<file path="src/rtl/jstk_spi_responder_pkg.sv">
// Shared constants, FSM states and the frame-byte map for the PmodJSTK SPI responder.
package jstk_spi_responder_pkg;

    localparam int unsigned JSTK_NUM_BYTES = 5;

    localparam logic [2:0] JSTK_BYTE_XL  = 3'd0;
    localparam logic [2:0] JSTK_BYTE_XH  = 3'd1;
    localparam logic [2:0] JSTK_BYTE_YL  = 3'd2;
    localparam logic [2:0] JSTK_BYTE_YH  = 3'd3;
    localparam logic [2:0] JSTK_BYTE_BTN = 3'd4;

    localparam logic [5:0] JSTK_CMD_PREFIX = 6'b100000;

    typedef enum logic {
        StIdle,
        StShift
    } jstk_state_e;

    // Snapshot layout is {btn[2:0], y[9:0], x[9:0]}.
    function automatic logic [7:0] jstk_frame_byte(input logic [22:0] snap, input logic [2:0] idx);
        logic [7:0] b;
        b = 8'h00;
        case (idx)
            JSTK_BYTE_XL:  b = snap[7:0];
            JSTK_BYTE_XH:  b = {6'b0, snap[9:8]};
            JSTK_BYTE_YL:  b = snap[17:10];
            JSTK_BYTE_YH:  b = {6'b0, snap[19:18]};
            JSTK_BYTE_BTN: b = {5'b0, snap[22:20]};
            default:       b = 8'h00;
        endcase
        return b;
    endfunction

endpackage

</file>
<file path="src/rtl/jstk_spi_responder_edge_sync.sv">
// Multi-flop synchroniser for one SPI pin with registered rise/fall pulses.
module jstk_spi_responder_edge_sync #(
    parameter int unsigned SYNC_STAGES = 2
) (
    input  logic i_clk,
    input  logic i_clr,
    input  logic i_d,
    output logic o_level,
    output logic o_rise,
    output logic o_fall
);

    logic [SYNC_STAGES-1:0] r_sync;
    logic                   r_prev;
    logic                   r_rise;
    logic                   r_fall;
    logic                   w_level;

    assign w_level = r_sync[SYNC_STAGES-1];

    always_ff @(posedge i_clk) begin
        if (i_clr) begin
            r_sync <= '0;
            r_prev <= 1'b0;
            r_rise <= 1'b0;
            r_fall <= 1'b0;
        end else begin
            r_sync <= {r_sync[SYNC_STAGES-2:0], i_d};
            r_prev <= w_level;
            r_rise <= w_level & ~r_prev;
            r_fall <= ~w_level & r_prev;
        end
    end

    assign o_level = w_level;
    assign o_rise  = r_rise;
    assign o_fall  = r_fall;

endmodule

</file>
<file path="src/rtl/jstk_spi_responder.sv">
// SPI mode-0 slave emulating the PmodJSTK: returns snapshotted X/Y/button bytes and
// decodes the LED command carried in byte 0.
module jstk_spi_responder
    import jstk_spi_responder_pkg::*;
#(
    parameter int unsigned SYNC_STAGES = 2,
    parameter int unsigned NUM_BYTES   = JSTK_NUM_BYTES,
    parameter logic [5:0]  CMD_PREFIX  = JSTK_CMD_PREFIX
) (
    input  logic       i_clk,
    input  logic       i_clr,
    input  logic       i_ss,
    input  logic       i_sclk,
    input  logic       i_mosi,
    output logic       o_miso,
    input  logic [9:0] i_x_in,
    input  logic [9:0] i_y_in,
    input  logic [2:0] i_btn_in,
    output logic [1:0] o_led_out,
    output logic       o_xfer_done,
    output logic       o_frame_err
);

    logic w_ss_level, w_ss_rise, w_ss_fall;
    logic w_sclk_level, w_sclk_rise, w_sclk_fall;
    logic w_mosi, w_mosi_rise, w_mosi_fall;
    logic w_unused;

    jstk_spi_responder_edge_sync #(.SYNC_STAGES(SYNC_STAGES)) u_sync_ss (
        .i_clk(i_clk), .i_clr(i_clr), .i_d(i_ss),
        .o_level(w_ss_level), .o_rise(w_ss_rise), .o_fall(w_ss_fall)
    );

    jstk_spi_responder_edge_sync #(.SYNC_STAGES(SYNC_STAGES)) u_sync_sclk (
        .i_clk(i_clk), .i_clr(i_clr), .i_d(i_sclk),
        .o_level(w_sclk_level), .o_rise(w_sclk_rise), .o_fall(w_sclk_fall)
    );

    jstk_spi_responder_edge_sync #(.SYNC_STAGES(SYNC_STAGES)) u_sync_mosi (
        .i_clk(i_clk), .i_clr(i_clr), .i_d(i_mosi),
        .o_level(w_mosi), .o_rise(w_mosi_rise), .o_fall(w_mosi_fall)
    );

    assign w_unused = ^{w_ss_level, w_sclk_level, w_mosi_rise, w_mosi_fall};

    jstk_state_e r_state, w_state_nxt;
    logic [2:0]  r_bit_cnt, w_bit_cnt_nxt;
    logic [2:0]  r_byte_cnt, w_byte_cnt_nxt;
    logic [7:0]  r_tx, w_tx_nxt;
    logic [7:0]  r_rx, w_rx_nxt;
    logic [22:0] r_snap, w_snap_nxt;
    logic        r_miso, w_miso_nxt;
    logic [1:0]  r_led, w_led_nxt;
    logic        r_done, w_done_nxt;
    logic        r_err, w_err_nxt;
    logic        r_cmd_chk, w_cmd_chk_nxt;
    logic [7:0]  w_next_byte;

    assign w_next_byte = (32'(r_byte_cnt) >= NUM_BYTES) ? 8'h00
                                                         : jstk_frame_byte(r_snap, r_byte_cnt);

    always_comb begin
        w_state_nxt    = r_state;
        w_bit_cnt_nxt  = r_bit_cnt;
        w_byte_cnt_nxt = r_byte_cnt;
        w_tx_nxt       = r_tx;
        w_rx_nxt       = r_rx;
        w_snap_nxt     = r_snap;
        w_miso_nxt     = r_miso;
        w_led_nxt      = r_led;
        w_done_nxt     = 1'b0;
        w_err_nxt      = 1'b0;
        w_cmd_chk_nxt  = 1'b0;

        // Command byte is judged one clk after its last bit lands in rx.
        if (r_cmd_chk && (r_rx[7:2] == CMD_PREFIX)) begin
            w_led_nxt = r_rx[1:0];
        end

        unique case (r_state)
            StIdle: begin
                if (w_ss_fall) begin
                    w_snap_nxt     = {i_btn_in, i_y_in, i_x_in};
                    w_tx_nxt       = jstk_frame_byte(w_snap_nxt, JSTK_BYTE_XL);
                    w_miso_nxt     = w_tx_nxt[7];
                    w_bit_cnt_nxt  = 3'd0;
                    w_byte_cnt_nxt = 3'd0;
                    w_state_nxt    = StShift;
                end
            end
            StShift: begin
                // SS rise wins over any coincident SCLK edge.
                if (w_ss_rise) begin
                    if ((r_bit_cnt == 3'd0) && (32'(r_byte_cnt) >= NUM_BYTES)) begin
                        w_done_nxt = 1'b1;
                    end else begin
                        w_err_nxt = 1'b1;
                    end
                    w_miso_nxt  = 1'b0;
                    w_state_nxt = StIdle;
                end else if (w_sclk_rise) begin
                    w_rx_nxt      = {r_rx[6:0], w_mosi};
                    w_bit_cnt_nxt = r_bit_cnt + 3'd1;
                    if (r_bit_cnt == 3'd7) begin
                        w_byte_cnt_nxt = (r_byte_cnt == 3'd7) ? 3'd7 : r_byte_cnt + 3'd1;
                        w_cmd_chk_nxt  = (r_byte_cnt == 3'd0);
                    end
                end else if (w_sclk_fall) begin
                    if (r_bit_cnt == 3'd0) begin
                        w_tx_nxt = w_next_byte;
                    end else begin
                        w_tx_nxt = {r_tx[6:0], 1'b0};
                    end
                    w_miso_nxt = w_tx_nxt[7];
                end
            end
            default: w_state_nxt = StIdle;
        endcase
    end

    always_ff @(posedge i_clk) begin
        if (i_clr) begin
            r_state    <= StIdle;
            r_bit_cnt  <= 3'd0;
            r_byte_cnt <= 3'd0;
            r_tx       <= 8'h00;
            r_rx       <= 8'h00;
            r_snap     <= 23'd0;
            r_miso     <= 1'b0;
            r_led      <= 2'b00;
            r_done     <= 1'b0;
            r_err      <= 1'b0;
            r_cmd_chk  <= 1'b0;
        end else begin
            r_state    <= w_state_nxt;
            r_bit_cnt  <= w_bit_cnt_nxt;
            r_byte_cnt <= w_byte_cnt_nxt;
            r_tx       <= w_tx_nxt;
            r_rx       <= w_rx_nxt;
            r_snap     <= w_snap_nxt;
            r_miso     <= w_miso_nxt;
            r_led      <= w_led_nxt;
            r_done     <= w_done_nxt;
            r_err      <= w_err_nxt;
            r_cmd_chk  <= w_cmd_chk_nxt;
        end
    end

    assign o_miso      = r_miso;
    assign o_led_out   = r_led;
    assign o_xfer_done = r_done;
    assign o_frame_err = r_err;

endmodule

</file>
<file path="config.mk">
export PLATFORM = sky130hd
export DESIGN_NAME = jstk_spi_responder
export DESIGN_NICKNAME = d
export VERILOG_FILES = /design/src/rtl/jstk_spi_responder_pkg.sv /design/src/rtl/jstk_spi_responder_edge_sync.sv /design/src/rtl/jstk_spi_responder.sv
export SDC_FILE = /design/constraint.sdc
export NUM_CORES = 1
export LEC_CHECK = 0
export CAP_MARGIN = 20
export CORE_AREA = 10 10 100 102
export DETAILED_ROUTE_END_ITERATION = 8
export DIE_AREA = 0 0 110 112
export PLACE_DENSITY = 0.54
export SYNTH_ARGS = -nofsm -noshare
export SYNTH_HDL_FRONTEND = slang
export SYNTH_SLANG_ARGS = --single-unit
</file>
<file path="constraint.sdc">
create_clock -name i_clk -period 3.9 [get_ports i_clk]
set_clock_uncertainty 0.05 [all_clocks]
set_input_delay 0.78 -clock i_clk [delete_from_list [all_inputs] [get_ports i_clk]]
set_output_delay 0.78 -clock i_clk [all_outputs]
set_load 0.005 [all_outputs]
</file>
==> metrics.md, run 1 <==
| Metric | Value |
|---|---|
| Avg WL per Cell | 13.7 um |
| Synth unique cells | 42 |
| N_diodes | 0 |
| Drc violations | 0 |
| Grt ovf | 0 |
| Nets | 370 |
| Synthesized Nets | 344 |
| Clock share of power | 0.471 |
| GP Congestion | 0.763 |
| Area of the mapped netlist | 2610 um^2 |
| Simple-gate portion of the synthesized area | 0.224 |
| H-tree levels | 3 |
| CP arrival | 2.30 ns |
| DRT Pass-1 Iters | 4 |
| Die height | 112 um |
| Hold Path Class | flip-flop to flip-flop |
| Clock Tree Buf Depth | 2 |
| Worst-skew pair later-pin latency | 0.34 ns |
| Slowest-stage cell, CP | dfxtp_1 |
| Mux cell area share after synthesis | 0.0115 |
| Final WL | 6.11 mm |
| Setup TNS | 0 ns |
| Status | finished, final reports clean |
| Post-synthesis sequential area ratio | 0.484 |
| Largest net degree at the start of global routing | 50 |
| Combinational fraction of design power | 0.046 |
| DRT antenna net count | 0 |
| Synth Instances | 309 |
| Slew margin rel. | 0.416 |
| RSZ-0062 raised after global routing | no |
| Placement Rows | 33 |
| Final setup vio count | 0 |
| R2R depth | 4 |
| Sequential fraction of design power | 0.483 |
| Vias per cell | 4.91 |
| Worst setup SP type | flip-flop |
| Ports | 33 |
| Starting Density | 0.324 |
| Synth top area share | 0.484 |
| Most common cell in the netlist | nand2_1 |
| Final core utilization | 0.400 |
| Peak supply drop | 0.000177 V |
| Clock sink count | 63 |
| Worst Setup Path Type | flip-flop to flip-flop |
| Hold_buf cts | 0 |
| Largest family of logic cells by synthesized area | simple AND/OR/NAND/NOR gates |
| Core area | 8050 um^2 |
| Vias | 2186 |
| CTS tree | built |
| Root Buffer | clkbuf_8 |
| Top post-synthesis cells by count | 70 x nand2_1, 63 x dfxtp_1, 43 x a21oi_1 |
| Compound-Gate Fraction of Synth Area | 0.201 |
| I/O Buffers | 32 |
| Total CTS buffers | 9 |
| Fin crit period | 2.11 ns |
| Clk slew on worst S/H paths | 0.07 ns |
| Worst setup EP type | flip-flop |
| Pins Over Slew Limit | 0 |
| Fmax | 474 MHz |
| P_int | 1.08 mW |
| Starting DRT DRC Count | 100 |
| Max_cap viols | 0 |
| Hold Path Origin | u_sync_sclk.r_prev$_SDFF_PP0_ |
| Avg Cell Area, Syn | 8.43 um^2 |
| Die ar. | 12300 um^2 |
| Worst endpoint required time | 4.10 ns |
| HPWL reported at the end of detailed placement | 4.00 mm |
| Cell breakdown of the critical path | and3b_1, and2_1, a21oi_1, a311oi_1 |
| Initial antenna violation count | 0 |
| Top cells by area, synth | dfxtp_1 48%, nand2_1 10%, a21oi_1 8.3%, nor2b_1 3.8%, ha_1 3.4% |
| Async SR Flop Fraction | 0 |
| Warnings, synthesis | 0 |
| Crit path max fanout | 22 |
| Period utilisation layout | 0.540 |
| Xor and xnor area share after synthesis | 0 |
| FF-to-FF Start | r_state$_SDFF_PP0_ |
| Post-CTS Resized | 0 |
| Worst-Margin Slew | 0.875 ns |
| Die W | 110 um |
| Crit path launch | r_state$_SDFF_PP0_ |
| Fin. Hold Viols | 0 |
| PD cells | 422 nW/um^2 |
| Synth Area in Adders | 0.0336 |
| Post-CTS Setup Inserts | 0 |
| #FFs+latches synth | 63 |
| Vias in the first global route | 2120 |
| Post-synth top flop | dfxtp_1 |
| Multi-input gate area | 1230 um^2 |
| Number of synthesized flops with an enable pin | 0 |
| Switch Pwr | 0.277 mW |
| Leakage | 1.10 nW |
| Area leader, netlist | dfxtp_1 |
| Total power draw | 1.36 mW |
| Hold depth | 1 |
| First-pass GRT wire length | 10.4 mm |
| Filler cell count | 869 |
| Tot GR Track Use | 0.104 |
| Layout area overhead | 23.7% |
| Switching share of power | 0.204 |
| Slowest stage delay, CP | 0.79 ns |
| Register area | 1260 um^2 |
| Layout cells sized above 1 | 0.0618 |
==> layout by cell type, fill, tap and decap left out, types with 2 or more instances in the layout <==
cell | netlist | layout
a21oi_1 | 43 | 43
a22o_1 | 2 | 2
a22oi_1 | 8 | 8
a311oi_1 | 4 | 4
a31oi_1 | 3 | 3
buf_4 | 0 | 2
bufinv_16 | 0 | 2
clkbuf_1 | 9 | 2
clkbuf_8 | 0 | 11
clkdlybuf4s50_1 | 0 | 31
dfxtp_1 | 63 | 63
ha_1 | 7 | 7
inv_1 | 9 | 9
mux2i_1 | 3 | 3
nand2_1 | 70 | 70
nand2b_1 | 4 | 4
nand3_1 | 3 | 3
nor2_1 | 12 | 12
nor2b_1 | 16 | 15
nor3_1 | 4 | 4
nor3b_1 | 4 | 4
nor4b_1 | 3 | 3
o21ai_1 | 3 | 3
o21bai_1 | 4 | 4
o221ai_1 | 2 | 2
o31ai_1 | 2 | 2
o32ai_1 | 2 | 2
or3_1 | 2 | 2
==> power groups by stage <==
stage	Sequential [mW]	Clock (mW)	Combinational [mW]
2_1_floorplan	0.670	0	0.0291
3_3_place_gp	0.672	0	0.0623
3_5_place_dp	0.672	0	0.0627
4_1_cts	0.657	0.660	0.0632
5_1_grt	0.658	0.692	0.0698
6_report	0.657	0.640	0.0627
==> metal layers <==
layer | track usage | share of wire | vias up
met1 | 0.136 | 0.50 | 1023
met5 | 0 | 0 | -
met2 | 0.153 | 0.44 | 34
met3 | 0.0208 | 0.035 | 11
li1 | - | - | 1118
met4 | 0.0599 | 0.020 | 0
==> metrics by stage <==
step	hold WS [ns]	instances	setup WS [ns]	cell area [um^2]
after detailed placement	0.344	428	1.59	2980
final	0.352	445	1.79	3220
after CTS	0.354	444	1.59	3210
after global routing	0.364	445	1.59	3220
after floorplan	0.333	309	2.17	2610
after global placement	0.341	428	1.65	2980
==> cell families after synthesis <==
group           after synthesis
compound gates               83
fa+ha+maj                     7
buf+inv                      29
flops                        63
mux                           3
simple gates                124
==> path summary, 6_finish.rpt <==
check                           slack (ns)                       endpoint
worst max-delay path                  1.79     r_byte_cnt[0]$_SDFFE_PP0P_
worst max register to register        1.79     r_byte_cnt[0]$_SDFFE_PP0P_
worst min-delay path                  0.35  u_sync_sclk.o_rise$_SDFF_PP0_
worst min register to register        0.35  u_sync_sclk.o_rise$_SDFF_PP0_
==> worst max-delay path, delay by kind of cell, from the launching register on <==
family	cells	cell delay, ns
AOI/OAI and AO/OA	2	0.30
and+or+nand+nor	2	0.87
DFF	1	0.79
==> sequential cells by signal, summed over array words and instances (netlist names), 2 cells and up <==
name	cells
r_snap	23
r_rx	8
r_tx	7
r_bit_cnt	3
r_byte_cnt	3
o_led_out	2
u_sync_mosi.r_sync	2
u_sync_sclk.r_sync	2
u_sync_ss.r_sync	2
==> final cells by class <==
| type | instances | area share |
|---|---|---|
| Clock inverter | 3 | 0.0202 |
| Tap cell | 105 | 0.0408 |
| Timing Repair Buffer | 35 | 0.107 |
| Inverter | 9 | 0.0105 |
| Sequential cell | 63 | 0.391 |
| Clock buffer | 13 | 0.0493 |
| Multi-Input combinational cell | 217 | 0.381 |
No activity file was read; power rests on OpenSTA's default activity.
==> inputs of run 2 (changes only) <==
--- a/config.mk
+++ b/config.mk
@@ -9,7 +9,7 @@
 export CORE_AREA = 10 10 100 102
 export DETAILED_ROUTE_END_ITERATION = 8
 export DIE_AREA = 0 0 110 112
-export PLACE_DENSITY = 0.54
+export PLACE_DENSITY = 0.55
 export SYNTH_ARGS = -nofsm -noshare
 export SYNTH_HDL_FRONTEND = slang
 export SYNTH_SLANG_ARGS = --single-unit
==> constraint.sdc (replaced) <==
create_clock -name i_clk -period 1.82 [get_ports i_clk]
set_clock_uncertainty 0.05 [all_clocks]
set_input_delay 0.364 -clock i_clk [delete_from_list [all_inputs] [get_ports i_clk]]
set_output_delay 0.364 -clock i_clk [all_outputs]
set_load 0.005 [all_outputs]
==> run 2 against run 1 <==
Power is 100% higher. Wire length is 2.9% lower. Sequential share of layout area fell by 1.1 points. Combinational power rose by 120%. Worst setup slack got worse by 1.7 ns. Hold slack improved by 0.0064 ns. Register-to-register slack worse by 1.7 ns. Critical path type unchanged. Highest routed layer unchanged.
==> metrics.md, run 2 (same netlist as run 1, synthesis figures left out) <==
| Metric | Value |
|---|---|
| Status | finished, final reports clean |
| Most frequent cells in the layout | 70 x nand2_1, 61 x dfxtp_1, 43 x a21oi_1, 31 x clkdlybuf4s50_1, 16 x buf_4 |
| Largest net degree at the start of global routing | 39 |
| N_diodes | 0 |
| Root Buffer | clkbuf_8 |
| Die W | 110 um |
| Commonest non-fill, non-tap cell in the layout | nand2_1 |
| Cell breakdown of the critical path | inv_1, ha_1, buf_4, a22oi_1, nor2_1, a311oi_2, o41ai_1 |
| Clk slew on worst S/H paths | 0.07 ns |
| Starting DRT DRC Count | 83 |
| Starting Density | 0.324 |
| Setup TNS | 0 ns |
| FF-to-FF Start | r_byte_cnt[0]$_SDFFE_PP0P_ |
| Hold Path Class | flip-flop to flip-flop |
| CTS tree | built |
| Number of flip-flops in the largest register | 23 |
| Filler cell count | 838 |
| Fmax | 582 MHz |
| First-pass GRT wire length | 9.78 mm |
| Post-CTS Setup Inserts | 0 |
| Fin. Hold Viols | 0 |
| Final WL | 5.93 mm |
| Pins Over Slew Limit | 0 |
| Vias in the first global route | 2052 |
| Slowest-stage cell, CP | dfxtp_2 |
| Placement Rows | 33 |
| Slew margin rel. | 0.538 |
| Multi-input gate area | 1260 um^2 |
| Vias per cell | 4.83 |
| Hold_buf cts | 0 |
| Hold_ws | 0.358 ns |
| RSZ-0062 raised after global routing | no |
| HPWL reported at the end of detailed placement | 4.28 mm |
| DRT Pass-1 Iters | 4 |
| Die ar. | 12300 um^2 |
| Avg WL per Cell | 13.0 um |
| Nets | 383 |
| Dpl ws | -0.0274 ns |
| Max_cap viols | 0 |
| Worst endpoint required time | 1.97 ns |
| Layout area overhead | 27.5% |
| Worst setup EP type | flip-flop |
| Ports | 33 |
| Vias | 2206 |
| PD cells | 831 nW/um^2 |
| Layout cells sized above 1 | 0.114 |
| Final setup vio count | 0 |
| Leakage | 1.16 nW |
| Grt ovf | 0 |
| R2R depth | 7 |
| Crit path max fanout | 9 |
| Clock sink count | 63 |
| Non-Filler Instances | 457 |
| Reg with most FFs | r_snap |
| I/O Buffers | 32 |
| Fin crit period | 1.72 ns |
| H-tree levels | 3 |
| Worst setup SP type | flip-flop |
| GP Congestion | 0.759 |
| Clock Tree Buf Depth | 2 |
| Final worst slack | 0.103 ns |
| Total CTS buffers | 9 |
| Peak supply drop | 0.000432 V |
| RR Endpoint | r_tx[2]$_SDFFE_PP0P_ |
| Total placed cells including tap cells | 442 |
| Core area | 8050 um^2 |
| Slowest stage delay, CP | 0.39 ns |
| Hold Path Origin | u_sync_sclk.r_sync[1]$_SDFF_PP0_ |
| Worst Hold Endpoint | u_sync_sclk.o_fall$_SDFF_PP0_ |
| Largest regs | r_snap x23, r_rx x8, r_tx x7 |
| Worst-Margin Slew | 0.693 ns |
| Tot GR Track Use | 0.0990 |
| Die height | 112 um |
| Total power draw | 2.76 mW |
| Worst Setup Path Type | flip-flop to flip-flop |
| Worst-skew pair later-pin latency | 0.33 ns |
| CP arrival | 1.87 ns |
| Hold depth | 1 |
| Drc violations | 0 |
| Register area | 1260 um^2 |
| DRT antenna net count | 0 |
| Initial antenna violation count | 0 |
| Worst reg2reg setup slack | 0.10 ns |
| Period utilisation layout | 0.944 |
## run 2: cell count changes in the layout (fill, tap and decap cells not counted)
cell	before	now
nor4_4	0	1
buf_4	2	16
clkinvlp_4	0	1
nor4b_2	0	2
buf_8	1	0
a311oi_2	0	1
nor4_1	1	0
dfxtp_2	0	2
a311oi_1	4	3
dfxtp_1	63	61
bufinv_16	2	1
clkbuf_1	2	1
nor4b_1	3	1
## run 2: worst max-delay path: cells and delay by family, from the launching register on
family / cells / cell delay [ns]
AOI/OAI and AO/OA: 3 / 0.56
DFF: 1 / 0.39
buffers and inverters: 2 / 0.27
adders and majority gates: 1 / 0.24
and+or+nand+nor: 1 / 0.08
## run 2: timing repair
action,CTS,global route
resized for setup,1,6
gates cloned,0,0
endpoints found under the setup margin,2,7
pin swaps,0,1
## run 2: cell type report
class / instances / area share
sequential: 63 / 0.380
clock buffer: 12 / 0.0467
timing repair buffer: 48 / 0.131
tap: 105 / 0.0395
inverter: 9 / 0.0102
clock inverter: 3 / 0.0128
multi-input combinational: 217 / 0.380
## run 2: layer usage
layer	vias up	GRT usage	share of wire
met5	-	0	0
met4	0	0.0443	0.016
met3	8	0.0311	0.036
met2	34	0.146	0.45
met1	1013	0.128	0.49
li1	1151	-	-
## run 2: worst max path at each step
stage,start,endpoint,slack (ns)
after floorplan,r_byte_cnt[0]$_SDFFE_PP0P_,r_tx[0]$_SDFFE_PP0P_,0.14
after global placement,r_byte_cnt[0]$_SDFFE_PP0P_,r_tx[6]$_SDFFE_PP0P_,0.02
after detailed placement,r_byte_cnt[0]$_SDFFE_PP0P_,r_tx[1]$_SDFFE_PP0P_,-0.03
after CTS,r_byte_cnt[0]$_SDFFE_PP0P_,r_tx[5]$_SDFFE_PP0P_,0.04
after global routing,r_byte_cnt[0]$_SDFFE_PP0P_,r_tx[2]$_SDFFE_PP0P_,0.007
final,r_byte_cnt[0]$_SDFFE_PP0P_,r_tx[2]$_SDFFE_PP0P_,0.10
## run 2: power breakdown
part           switching, mW  internal (mW)
logic                 0.0588         0.0822
clock network          0.515          0.698
registers            0.00910           1.40
## run 2: through the flow
step                instance area, um^2  utilization
floorplan                          2610            -
global placement                   3090        0.384
detailed placement                 3090        0.384
CTS                                3290        0.409
global route                       3320        0.413
finish                             3320        0.413
